<file path="src/rtl/i2c_reg_pkg.sv">
// -----------------------------------------------------------------------------
// i2c_reg_pkg
// Shared constants and types for the I2C register bank: register count,
// writable/read-only address split, address constants, FSM state encoding
// and the register-pointer advance helper.
// No ports (package).
// -----------------------------------------------------------------------------
package i2c_reg_pkg;

   localparam int REG_COUNT = 16;
   localparam int PTR_W     = $clog2(REG_COUNT);

   typedef logic [PTR_W-1:0] ptr_t;

   // Registers 0x0..RW_LIMIT are writable; STATUS_BASE..0xF mirror status_in.
   localparam ptr_t RW_LIMIT    = 4'hB;
   localparam ptr_t STATUS_BASE = 4'hC;
   localparam ptr_t ADDR_FIRST  = 4'h0;
   localparam ptr_t ADDR_LAST   = 4'hF;
   localparam int   RW_COUNT    = int'(RW_LIMIT) + 1;

   typedef enum logic [1:0] {
      IDLE     = 2'b00,
      WAIT_PTR = 2'b01,
      DATA     = 2'b10
   } state_t;

   // Pointer advance with explicit wrap from the last address to the first.
   function automatic ptr_t ptr_next(input ptr_t p);
      ptr_t n;
      if (p == ADDR_LAST) begin
         n = ADDR_FIRST;
      end else begin
         n = p + 4'h1;
      end
      return n;
   endfunction

endpackage

</file>
<file path="src/rtl/i2c_reg_bank_if.sv">
// -----------------------------------------------------------------------------
// i2c_reg_bank_if
// Byte-level handshake between i2c_slave and the register bank.
//   slave_asserted     : addressed-transaction level
//   slave_in_tx_mode   : 1 = master read
//   slave_rx_buffer    : received byte, bit 0 = MSB (first on the wire)
//   slave_rx_available : level, rising edge = new byte
//   slave_tx_request   : level, rising edge = next byte wanted
//   slave_tx_buffer    : byte to transmit, bit 0 = MSB
// modport master : i2c_slave side;  modport slave : register bank side.
// -----------------------------------------------------------------------------
interface i2c_reg_bank_if;
   logic       slave_asserted;
   logic       slave_in_tx_mode;
   logic [0:7] slave_rx_buffer;
   logic       slave_rx_available;
   logic       slave_tx_request;
   logic [0:7] slave_tx_buffer;

   modport master (
      output slave_asserted,
      output slave_in_tx_mode,
      output slave_rx_buffer,
      output slave_rx_available,
      output slave_tx_request,
      input  slave_tx_buffer
   );

   modport slave (
      input  slave_asserted,
      input  slave_in_tx_mode,
      input  slave_rx_buffer,
      input  slave_rx_available,
      input  slave_tx_request,
      output slave_tx_buffer
   );
endinterface

</file>
<file path="src/rtl/i2c_edge_det.sv">
// -----------------------------------------------------------------------------
// i2c_edge_det
// Two-flop rising-edge detector. The input is registered once and the edge is
// taken between the two registered copies, giving a clean 1-cycle event.
//   clk     : clock
//   reset_n : asynchronous active-low reset (both flops cleared)
//   din     : level input
//   rise    : 1-cycle pulse after a 0->1 transition of din
// -----------------------------------------------------------------------------
module i2c_edge_det (
   input  logic clk,
   input  logic reset_n,
   input  logic din,
   output logic rise
);

   logic q1_r;
   logic q2_r;

   // Two-stage shift of the input level.
   always_ff @(posedge clk or negedge reset_n) begin
      if (!reset_n) begin
         q1_r <= 1'b0;
         q2_r <= 1'b0;
      end else begin
         q1_r <= din;
         q2_r <= q1_r;
      end
   end

   assign rise = q1_r & ~q2_r;

endmodule

</file>
<file path="src/rtl/i2c_reg_bank.sv">
// -----------------------------------------------------------------------------
// i2c_reg_bank
// Register bank behind an I2C slave: the first written byte of a transaction
// sets the register pointer, following written bytes land in registers
// 0x0-0xB, reads return registers 0x0-0xB or status_in for 0xC-0xF.
// Ports:
//   clk, reset_n  : clock, asynchronous active-low reset
//   bus           : i2c_reg_bank_if.slave byte handshake from i2c_slave
//   ctrl_regs     : registers 0x0-0xB, register k at [8k+7:8k]
//   status_in     : read-only registers 0xC-0xF, 0xC+j at [8j+7:8j]
//   reg_wr_strobe : 1-cycle pulse per accepted write
//   reg_wr_addr   : address of the write flagged by reg_wr_strobe
// Build option: I2C_REG_BANK_AUTOINC_EN -- when defined the pointer advances
// after every data byte; when undefined it stays at the loaded address.
// -----------------------------------------------------------------------------
module i2c_reg_bank
   import i2c_reg_pkg::*;
(
   input  logic          clk,
   input  logic          reset_n,
   i2c_reg_bank_if.slave bus,
   output logic [95:0]   ctrl_regs,
   input  logic [31:0]   status_in,
   output logic          reg_wr_strobe,
   output logic [3:0]    reg_wr_addr
);

   logic       asserted_rise_s;
   logic       rx_rise_s;
   logic       tx_rise_s;
   logic       start_s;
   logic       armed_r;
   state_t     state_r;
   state_t     next_state_s;
   logic       ptr_load_s;
   logic       wr_evt_s;
   logic       tx_evt_s;
   ptr_t       ptr_r;
   ptr_t       ptr_adv_s;
   logic [7:0] rd_byte_s;
   logic [7:0] regs_r [0:RW_COUNT-1];
   logic [0:7] tx_buffer_r;

   i2c_edge_det u_asserted_det (
      .clk     (clk),
      .reset_n (reset_n),
      .din     (bus.slave_asserted),
      .rise    (asserted_rise_s)
   );

   i2c_edge_det u_rx_det (
      .clk     (clk),
      .reset_n (reset_n),
      .din     (bus.slave_rx_available),
      .rise    (rx_rise_s)
   );

   i2c_edge_det u_tx_det (
      .clk     (clk),
      .reset_n (reset_n),
      .din     (bus.slave_tx_request),
      .rise    (tx_rise_s)
   );

   // Arms transaction start once slave_asserted has been seen low, so a level
   // still high across a reset is not mistaken for a fresh transaction.
   always_ff @(posedge clk or negedge reset_n) begin
      if (!reset_n) begin
         armed_r <= 1'b0;
      end else if (!bus.slave_asserted) begin
         armed_r <= 1'b1;
      end else begin
         armed_r <= armed_r;
      end
   end

   assign start_s = asserted_rise_s & armed_r;

`ifdef I2C_REG_BANK_AUTOINC_EN
   assign ptr_adv_s = ptr_next(ptr_r);
`else
   assign ptr_adv_s = ptr_r;
`endif

   // FSM state register.
   always_ff @(posedge clk or negedge reset_n) begin
      if (!reset_n) begin
         state_r <= IDLE;
      end else begin
         state_r <= next_state_s;
      end
   end

   // Next state and datapath controls. tx events only count in read mode
   // because i2c_slave also raises tx_request on the write-address ACK.
   always_comb begin
      next_state_s = state_r;
      ptr_load_s   = 1'b0;
      wr_evt_s     = 1'b0;
      tx_evt_s     = 1'b0;
      if (!bus.slave_asserted) begin
         next_state_s = IDLE;
      end else if (start_s) begin
         next_state_s = WAIT_PTR;
      end else begin
         case (state_r)
            IDLE: begin
               next_state_s = IDLE;
            end
            WAIT_PTR: begin
               if (rx_rise_s && !bus.slave_in_tx_mode) begin
                  ptr_load_s   = 1'b1;
                  next_state_s = DATA;
               end else if (tx_rise_s && bus.slave_in_tx_mode) begin
                  tx_evt_s     = 1'b1;
                  next_state_s = DATA;
               end else begin
                  next_state_s = WAIT_PTR;
               end
            end
            DATA: begin
               next_state_s = DATA;
               if (rx_rise_s && !bus.slave_in_tx_mode) begin
                  wr_evt_s = 1'b1;
               end else if (tx_rise_s && bus.slave_in_tx_mode) begin
                  tx_evt_s = 1'b1;
               end else begin
                  wr_evt_s = 1'b0;
               end
            end
            default: begin
               next_state_s = IDLE;
            end
         endcase
      end
   end

   // Read mux: writable registers below STATUS_BASE, live status_in above.
   always_comb begin
      rd_byte_s = 8'h00;
      if (ptr_r >= STATUS_BASE) begin
         rd_byte_s = status_in[{ptr_r[1:0], 3'b000} +: 8];
      end else begin
         rd_byte_s = regs_r[ptr_r];
      end
   end

   // Pointer, register file, transmit byte and write strobe.
   always_ff @(posedge clk or negedge reset_n) begin
      if (!reset_n) begin
         ptr_r         <= ADDR_FIRST;
         tx_buffer_r   <= 8'h00;
         reg_wr_strobe <= 1'b0;
         reg_wr_addr   <= 4'h0;
         for (int k = 0; k < RW_COUNT; k++) begin
            regs_r[k] <= 8'h00;
         end
      end else begin
         reg_wr_strobe <= 1'b0;
         if (ptr_load_s) begin
            // Only the low nibble addresses the 16-entry map.
            ptr_r <= bus.slave_rx_buffer[4:7];
         end else if (wr_evt_s) begin
            if (ptr_r <= RW_LIMIT) begin
               regs_r[ptr_r] <= bus.slave_rx_buffer;
               reg_wr_strobe <= 1'b1;
               reg_wr_addr   <= ptr_r;
            end
            ptr_r <= ptr_adv_s;
         end else if (tx_evt_s) begin
            tx_buffer_r <= rd_byte_s;
            ptr_r       <= ptr_adv_s;
         end
      end
   end

   // Flatten the register file onto the ctrl_regs bus.
   always_comb begin
      ctrl_regs = {96{1'b0}};
      for (int k = 0; k < RW_COUNT; k++) begin
         ctrl_regs[8*k +: 8] = regs_r[k];
      end
   end

   assign bus.slave_tx_buffer = tx_buffer_r;

endmodule

</file>
<file path="src/flat_wrapper.sv">
// flat-port wrapper written by rule: the top's interface ports become plain ports
module i2c_reg_bank_flat import i2c_reg_pkg::*;
  (clk, reset_n, ctrl_regs, status_in, reg_wr_strobe, reg_wr_addr, bus_slave_asserted, bus_slave_in_tx_mode, bus_slave_rx_buffer, bus_slave_rx_available, bus_slave_tx_request, bus_slave_tx_buffer);
  i2c_reg_bank_if bus_i ();
  input  logic clk;
  input  logic reset_n;
  output logic [95:0] ctrl_regs;
  input  logic [31:0] status_in;
  output logic reg_wr_strobe;
  output logic [3:0] reg_wr_addr;
  input wire logic [$bits(bus_i.slave_asserted)-1:0] bus_slave_asserted;
  input wire logic [$bits(bus_i.slave_in_tx_mode)-1:0] bus_slave_in_tx_mode;
  input wire logic [$bits(bus_i.slave_rx_buffer)-1:0] bus_slave_rx_buffer;
  input wire logic [$bits(bus_i.slave_rx_available)-1:0] bus_slave_rx_available;
  input wire logic [$bits(bus_i.slave_tx_request)-1:0] bus_slave_tx_request;
  output wire logic [$bits(bus_i.slave_tx_buffer)-1:0] bus_slave_tx_buffer;
  assign bus_i.slave_asserted = bus_slave_asserted;
  assign bus_i.slave_in_tx_mode = bus_slave_in_tx_mode;
  assign bus_i.slave_rx_buffer = bus_slave_rx_buffer;
  assign bus_i.slave_rx_available = bus_slave_rx_available;
  assign bus_i.slave_tx_request = bus_slave_tx_request;
  assign bus_slave_tx_buffer = bus_i.slave_tx_buffer;
  i2c_reg_bank u_core (.clk(clk), .reset_n(reset_n), .bus(bus_i), .ctrl_regs(ctrl_regs), .status_in(status_in), .reg_wr_strobe(reg_wr_strobe), .reg_wr_addr(reg_wr_addr));
endmodule
</file>
<file path="config.mk">
export PLATFORM = sky130hd
export DESIGN_NAME = i2c_reg_bank_flat
export DESIGN_NICKNAME = d
export VERILOG_FILES = /design/src/rtl/i2c_reg_pkg.sv /design/src/rtl/i2c_reg_bank_if.sv /design/src/rtl/i2c_edge_det.sv /design/src/rtl/i2c_reg_bank.sv /design/src/flat_wrapper.sv
export SDC_FILE = /design/constraint.sdc
export NUM_CORES = 1
export LEC_CHECK = 0
export CORE_MARGIN = 4
export CORE_UTILIZATION = 40
export CTS_BUF_LIST = sky130_fd_sc_hd__clkbuf_4
export DETAILED_ROUTE_END_ITERATION = 10
export GPL_ROUTABILITY_DRIVEN = 0
export PLACE_DENSITY = 0.71
export SYNTH_ARGS = -nofsm -noshare
export SYNTH_HDL_FRONTEND = slang
export SYNTH_SLANG_ARGS = --single-unit
</file>
<file path="constraint.sdc">
create_clock -name clk -period 1.9 [get_ports clk]
set_input_delay 0.475 -clock clk [delete_from_list [all_inputs] [get_ports clk]]
set_output_delay 0.475 -clock clk [all_outputs]
set_load 0.01 [all_outputs]
</file>
==> out/qor.yml <==
overflow: 0
hold_viol: 0
cts_sinks: 122
finalCritPeriodShare_pct: 108
drcViolationCount: 0
dp_slack_ns: -0.743
hp-start: "bus_slave_tx_request"
finalWirelength_um: 16300
place_hpwl_um: 11600
die_area_um2: 16200
wire_per_inst_um: 21.7
port_buffers: 154
path_max_fanout: 8
cp.arrival_ns: 2.48
fin_cells: 753
status: "complete, but fails checks"
r2r-start: "u_core.state_r[0]"
final_area_um2: 8300
syn-num-nets: 405
maxCapViolCount: 0
drive_above_1_share_pct: 42.6
fin_setup_tns_ns: -6.70
worstSetupEndpointType: "flip-flop"
final_util_pct: 59.6
synthTopCellsByCount: "dfrtp_1 (122), mux2_2 (103), mux4_2 (32)"
whs_endpoint: "u_core.u_tx_det.q1_r"
max-vdd-ir-drop_uv: 373
coreArea_um2: 13900
yosysTopAreaCell: "dfrtp_1"
final-setup-viol-count: 80
dieWidth_um: 127
synth_area_um2: 5690
violations: "negative setup slack"
hold_depth: 1
fmax_mhz: 488
yosysUniqueCellTypes: 35
first_pass_iters: 4
yosysWarnings: 0
power_density_nw_per_um2: 631
areaGrowthSynthToFinish_pct: 45.8
grt.total_usage_pct: 20.6
cts_tree: "yes"
grt_pass1_wl_um: 25100
clk_path_buf_depth: 2
worstHoldPathType: "primary input to flip-flop"
rsz0062_at_grt: "true"
synth_most_common_cell: "dfrtp_1"
initialDrtViolationCount: 289
startpoint_type: "flip-flop"
start_util_pct: 40.8
maxSlewViolCount: 0
place_area_um2: 7790
synth_area_leaders: "dfrtp_1 (54%), mux2_2 (20%), mux4_2 (13%), mux2i_1 (1.4%), a211oi_1 (1.2%)"
power.leakage_nw: 4.26
worstSetupPathType: "flip-flop to flip-flop"
yosysSeqAreaShare_pct: 53.6
synthFlopType: "dfrtp_1"
async_flop_share_pct: 100
whs_ns: 0.389
finClkSkew_ns: 0.0202
synth_top_area_share_pct: 53.6
synth_area_per_cell_um2: 15.9
grt_max_degree: 85
synth_edf_count: 0
worstSkewPairLatency_ns: 0.54
yosys_register_bits: 122
fin_crit_ns: 2.05
finalPower_mw: 5.24
io_pins: 155
worst_pin_slew_ns: 0.550
root_buffer: "clkbuf_4"
die_h_um: 127
cts_buffers: 17
nFillCells: 1155
syn-instance-count: 357
viasPerCell: 5.35
relSlewSlack_pct: 63.2
num_vias: 4027
clk_transition_reported_paths_ns: 0.10
finalNetCount: 609
reg2reg_slack_ns: -0.15
fin_ws_ns: -0.147
grt_pass1_vias: 4409
n_antenna_cell: 0
cts-htree-levels: 4
ant_nets: 0
r2r-end: "u_core.ctrl_regs[82]"
timing.reg2reg.worst_path_depth: 7
num_rows: 43
place_inst: 700
antenna_found_initial: 0
required_ns: 2.33
-- worst max path at each step --
stage,slack [ns],startpoint,depth (start not counted),to
2_1_floorplan,-0.17,u_core.state_r[0],6,u_core.ctrl_regs[40]
3_3_place_gp,-0.67,bus_slave_in_tx_mode,5,u_core.ctrl_regs[18]
3_5_place_dp,-0.74,bus_slave_in_tx_mode,5,u_core.ctrl_regs[22]
4_1_cts,-0.15,u_core.state_r[0],7,u_core.ctrl_regs[43]
5_1_grt,-0.25,u_core.state_r[0],7,u_core.ctrl_regs[84]
6_report,-0.15,u_core.state_r[0],7,u_core.ctrl_regs[82]
-- cells by family after synthesis --
group           share of synthesized area (%)
mux                                      34.4
flops                                    53.6
simple gates                             5.67
buf+inv                                  2.29
compound gates                           3.52
fa+ha+maj                               0.440
-- critical path, stage by stage, from the launching register on --
cell and delay, ns:
dfrtp_1 0.42, inv_1 0.10, ha_4 0.15, nor2b_4 0.17, nand4_4 0.19, buf_6 0.19
or3_4 0.43, mux2_2 0.29
-- layer usage --
layer	track usage [%]	routed length (µm)
met4	7.26	343
met3	6.02	842
met5	0	0
met1	27.0	7110
met2	32.9	8040
-- sequential cells by signal, indices dropped and copies added (netlist names) --
signal                      count
u_core.reg_wr_strobe            1
u_core.u_asserted_det.q2_r      1
u_core.u_tx_det.q1_r            1
u_core.ctrl_regs               96
u_core.armed_r                  1
u_core.u_asserted_det.q1_r      1
u_core.bus.slave_tx_buffer      8
u_core.u_rx_det.q1_r            1
u_core.reg_wr_addr              4
u_core.ptr_adv_s                4
u_core.state_r                  2
u_core.u_rx_det.q2_r            1
u_core.u_tx_det.q2_r            1
-- report_power, final --
group | switching, mW | internal [mW]
clock | 0.942 | 0.948
combinational | 0.370 | 0.329
sequential | 0.0271 | 2.62
total | 1.34 | 3.90
-- what timing repair did --
item                       CTS  global route
pin swaps                    4             5
resized for setup          118            36
buffers inserted            16             6
hold buffers                 1             0
hold endpoints to repair   122             0
setup endpoints to repair  203            99
-- layout by cell type, fill, tap and decap left out, types with 11 or more instances in the layout --
cell	n
buf_4	37
buf_6	11
clkbuf_4	21
clkdlybuf4s50_1	44
dfrtp_1	120
dlygate4sd2_1	109
mux2_2	62
mux2_4	41
mux4_2	32
-- area by class of cell --
class                           count  area [µm²]  area share [%]
Multi-Input combinational cell    205        2730            32.9
Clock inverter                     10         126            1.52
Sequential cell                   122        3060            36.8
Tap cell                          180         225            2.71
Clock buffer                       21         158            1.90
Timing Repair Buffer              211        1990            23.9
Inverter                            4        15.0           0.181
No activity file was read; power rests on OpenSTA's default activity.
